<file path="config.mk">
export PLATFORM = sky130hd
export DESIGN_NAME = uart_tx
export DESIGN_NICKNAME = d
export VERILOG_FILES = /design/src/rtl/uart_tx.sv
export SDC_FILE = /design/constraint.sdc
export NUM_CORES = 1
export LEC_CHECK = 0
export CORE_ASPECT_RATIO = 0.5
export CORE_MARGIN = 8
export CORE_UTILIZATION = 39
export CTS_BUF_LIST = sky130_fd_sc_hd__clkbuf_16
export DETAILED_ROUTE_END_ITERATION = 10
export PLACE_DENSITY_LB_ADDON = 0.08
export SLEW_MARGIN = 40
export SYNTH_ARGS = -nofsm -noshare
export SYNTH_HDL_FRONTEND = slang
export SYNTH_SLANG_ARGS = --single-unit
</file>
<file path="constraint.sdc">
create_clock -name clk -period 2.6 [get_ports clk]
set_input_delay 0.39 -clock clk [delete_from_list [all_inputs] [get_ports clk]]
set_output_delay 0.39 -clock clk [all_outputs]
set_load 0.01 [all_outputs]
</file>
<file path="src/rtl/uart_tx.sv">
// UART transmitter: start bit, 8 data bits LSB first, optional parity, 1 or 2 stop bits.
// A one-entry holding register allows back-to-back frames with no idle gap.
module uart_tx #(
   parameter int unsigned CLKS_PER_BIT = 434,
   parameter int unsigned PARITY       = 0,
   parameter int unsigned STOP_BITS    = 1
) (
   input  logic       clk,
   input  logic       rst_n,
   input  logic [7:0] tx_data,
   input  logic       tx_valid,
   output logic       tx_ready,
   output logic       tx,
   output logic       tx_busy
);

   localparam int unsigned BW = (CLKS_PER_BIT > 1) ? $clog2(CLKS_PER_BIT) : 1;
   localparam logic [BW-1:0] BAUD_MAX = BW'(CLKS_PER_BIT - 1);

   typedef enum logic [2:0] {
      S_IDLE,
      S_START,
      S_DATA,
      S_PARITY,
      S_STOP
   } state_e;

   state_e        state_q, state_d;
   logic [BW-1:0] baud_cnt_q, baud_cnt_d;
   logic [2:0]    bit_idx_q, bit_idx_d;
   logic          stop_idx_q, stop_idx_d;
   logic [7:0]    shift_q, shift_d;
   logic          par_q, par_d;
   logic [7:0]    hold_q, hold_d;
   logic          hold_full_q, hold_full_d;
   logic          tx_q, tx_d;
   logic          busy_q, busy_d;

   logic          accept;
   logic          bit_end;
   logic          last_stop;
   logic          load_from_in;
   logic          load_from_hold;
   logic [7:0]    load_byte;

   assign tx_ready = ~hold_full_q;
   assign tx       = tx_q;
   assign tx_busy  = busy_q;

   always_comb begin
      state_d        = state_q;
      baud_cnt_d     = baud_cnt_q;
      bit_idx_d      = bit_idx_q;
      stop_idx_d     = stop_idx_q;
      shift_d        = shift_q;
      par_d          = par_q;
      hold_d         = hold_q;
      hold_full_d    = hold_full_q;
      tx_d           = tx_q;
      load_from_in   = 1'b0;
      load_from_hold = 1'b0;

      accept    = tx_valid & ~hold_full_q;
      bit_end   = (baud_cnt_q == BAUD_MAX);
      last_stop = (STOP_BITS == 1) || stop_idx_q;

      if (state_q != S_IDLE) begin
         baud_cnt_d = bit_end ? '0 : baud_cnt_q + 1'b1;
      end

      case (state_q)
         S_IDLE: begin
            if (accept) load_from_in = 1'b1;
         end
         S_START: begin
            if (bit_end) begin
               state_d   = S_DATA;
               bit_idx_d = '0;
               tx_d      = shift_q[0];
            end
         end
         S_DATA: begin
            if (bit_end) begin
               if (bit_idx_q == 3'd7) begin
                  if (PARITY != 0) begin
                     state_d = S_PARITY;
                     tx_d    = par_q;
                  end else begin
                     state_d    = S_STOP;
                     stop_idx_d = 1'b0;
                     tx_d       = 1'b1;
                  end
               end else begin
                  shift_d   = {1'b0, shift_q[7:1]};
                  bit_idx_d = bit_idx_q + 3'd1;
                  tx_d      = shift_q[1];
               end
            end
         end
         S_PARITY: begin
            if (bit_end) begin
               state_d    = S_STOP;
               stop_idx_d = 1'b0;
               tx_d       = 1'b1;
            end
         end
         S_STOP: begin
            if (bit_end) begin
               if (!last_stop) begin
                  stop_idx_d = 1'b1;
               end else if (hold_full_q) begin
                  load_from_hold = 1'b1;
               end else if (accept) begin
                  load_from_in = 1'b1;
               end else begin
                  state_d = S_IDLE;
                  tx_d    = 1'b1;
               end
            end
         end
         default: begin
            state_d = S_IDLE;
            tx_d    = 1'b1;
         end
      endcase

      // A handshake that does not start a frame right away parks the byte in the holding register
      if (accept && !load_from_in) begin
         hold_d      = tx_data;
         hold_full_d = 1'b1;
      end
      if (load_from_hold) hold_full_d = 1'b0;

      load_byte = load_from_hold ? hold_q : tx_data;
      if (load_from_in || load_from_hold) begin
         state_d    = S_START;
         baud_cnt_d = '0;
         bit_idx_d  = '0;
         stop_idx_d = 1'b0;
         shift_d    = load_byte;
         par_d      = (PARITY == 2) ? ~(^load_byte) : ^load_byte;
         tx_d       = 1'b0;
      end

      busy_d = (state_d != S_IDLE);
   end

   always_ff @(posedge clk or negedge rst_n) begin
      if (!rst_n) begin
         state_q     <= S_IDLE;
         baud_cnt_q  <= '0;
         bit_idx_q   <= '0;
         stop_idx_q  <= 1'b0;
         shift_q     <= '0;
         par_q       <= 1'b0;
         hold_q      <= '0;
         hold_full_q <= 1'b0;
         tx_q        <= 1'b1;
         busy_q      <= 1'b0;
      end else begin
         state_q     <= state_d;
         baud_cnt_q  <= baud_cnt_d;
         bit_idx_q   <= bit_idx_d;
         stop_idx_q  <= stop_idx_d;
         shift_q     <= shift_d;
         par_q       <= par_d;
         hold_q      <= hold_d;
         hold_full_q <= hold_full_d;
         tx_q        <= tx_d;
         busy_q      <= busy_d;
      end
   end

endmodule

</file>
==> run metrics <==
pin count of the biggest net entering global routing 35; Ys Warns 0; Residual DRC 0; Hold Startpoint shift_q[6]; gr usage total 12.1%; Synth cell types 44; slowest CP cell a221o_1; FMAX 0.447 GHz; first-pass GRT wire length 7220 microns; # diodes 0; clk root buf clkbuf_16; TritonCTS clock tree done; slew margin rel. between 50% and 60%; slew of the pin with the lowest slew margin 641 ps; DR vias 1,456; CTS Hold Buffers Added 0; Req. time, crit path 2760 ps; hold worst-path end shift_q[6]; Post-CTS Setup Inserts 0; cell leakage power 0.912 nW; CP Capture Type flip-flop; Crit path largest cell delay 450 ps; Pwr Density 556 nW/um^2; Startpoint Class flip-flop; synthesized area per cell 10.5 sq um; hold path depth 2; initial antenna violation count 0; Num CTS Buffers 5; final hold viol count 0; Register Area 852 sq um; Detail Route Antenna Nets 0; count leader, synth dfrtp_1; DP Wirelength 2820 microns; outcome complete, no violations; main flop type after synthesis dfrtp_1; DR WL/cell 15.2 microns; routed vias/inst 5.33; Clock Path Buffers 2; area leader, netlist dfrtp_1; Max rail drop VDD 0.000228 V; Die Area 7620 sq um; worst min path class reg2reg; Pre-antenna DRT Iters 4; Crit Path Class reg2reg; fill count 480; Synth top area share about 43%; die width 116 microns; Cells after Synth between 150 and 200; num ports 14; RR Startpoint baud_cnt_q[1]; GRT Residual Overflow 0; Initial Util between 30 and 40%; area of the multi-input gates 1000 sq um; Setup TNS Final 0 ps; crit share post-route 86.1%; crit-path cells inv_1, ha_1, nand4b_1, nor2_2, o211ai_1, a221o_1, mux2_1; Iter 0 DRT Violations 58; Commonest cells post-synth dfrtp_1 (33), nand2_1 (19), o21ai_0 (15); Worst Path Max Fanout 8; max-slew violations 0; Synth Net Count 200; WL final about 4100 microns; final setup fails 0; main area contributors after synthesis dfrtp_1 (43%), mux2_2 (5.8%), mux2_4 (4.6%); Hold WS approximately 500 ps; FF+latch count, synth 34; Core Region 4860 sq um; share of synthesized registers carrying an async set or reset 100%; worst reg2reg endpoint bit_idx_q[1]; IO Port Bufs 13; cell row count 18; layout cell share with drive strength beyond 1 19.2%; GP Congestion around 0.8; DP Area 2120 sq um; Reg2Reg Setup Slack 360 ps; Max-cap violations 0; htree depth 2; RSZ-0062 raised after global routing false; Die Ht 65.9 microns; min Tclk post-route 2240 ps; clk_lat worst skew 280 ps; Post-synth EDFFs 0; area grow syn2layout 16.6%; Final Skew ~4.4 ps; post-synthesis sequential area ratio 43.9%; final core occ 46.5%; Worst R2R Path Depth 7; critical path arrival ~2400 ps; Sink Count 34; Post-CTS Resized 0; Synth Cell Area ~1900 sq um; Clock transition at path regs ~50 ps; final instance area 2260 sq um; Nets 217; number of global-route vias before repair 1,426
-- metal layers --
metal / GRT usage (%) / wire (microns)
met1: 17.4 / 2270
met2: 17.0 / 1640
met3: 3.01 / 178
met4: 4.48 / 63
met5: 0 / 0
-- sequential cells by signal, indices dropped and copies added, names as in the netlist --
| register | flops |
|---|---|
| state_q | 3 |
| tx_busy | 1 |
| hold_q | 8 |
| shift_q | 8 |
| tx | 1 |
| baud_cnt_q | 9 |
| hold_full_q | 1 |
| bit_idx_q | 3 |
-- placed cells by master, fill, tap and decap left out, types with 6 or more instances in the layout --
cell type,n
dfrtp_1,33
nand2_1,19
o21ai_0,15
clkdlybuf4s50_1,13
nor2_1,11
mux2_2,10
o31ai_1,6
mux2_4,6
mux2i_1,6
o21ai_1,6
-- layout make-up --
cell class	instances	area share, %
Timing Repair Buffer	18	7.41
Clock buffer	5	5.53
Clock inverter	3	0.553
Tap cell	70	3.87
Multi-Input combinational cell	139	44.3
Sequential cell	34	37.7
Inverter	4	0.664
-- critical path: cells and delay by family, from the launching register on --
kind / cells / cell delay, ps
and+or+nand+nor: 2 / 520
DFF: 1 / 410
AOI/OAI and AO/OA: 2 / 640
adders and majority gates: 1 / 160
buffers and inverters: 1 / 70
muxes: 1 / 330
-- cell families after synthesis --
logic type,after synthesis,synth area share [%]
mux,24,14.7
flops,34,43.9
compound gates,48,15.8
fa+ha+maj,4,2.58
simple gates,63,18.6
buf+inv,12,4.39
-- through the flow --
stage               setup slack [ps]  cells  total power, mW
detailed placement               378    265            0.709
global placement                 381    265            0.706
finish                           361    273             1.26
global route                     193    273             1.32
CTS                              352    273             1.28
floorplan                        551    185            0.665
-- power breakdown --
group          switching (mW)  internal (mW)  total, mW
sequential             0.0252          0.577      0.602
clock                   0.213          0.346      0.559
combinational          0.0346         0.0630     0.0975
total                   0.273          0.986       1.26
-- worst max path at each step --
stage	to	slack, ps	startpoint
floorplan	shift_q[0]	550	state_q[1]
global placement	bit_idx_q[2]	380	baud_cnt_q[1]
detailed placement	hold_q[0]	380	tx_valid
CTS	bit_idx_q[1]	350	baud_cnt_q[1]
global route	bit_idx_q[1]	190	baud_cnt_q[1]
finish	bit_idx_q[1]	360	baud_cnt_q[1]
Note: power is estimated with default switching activity, not from simulation.
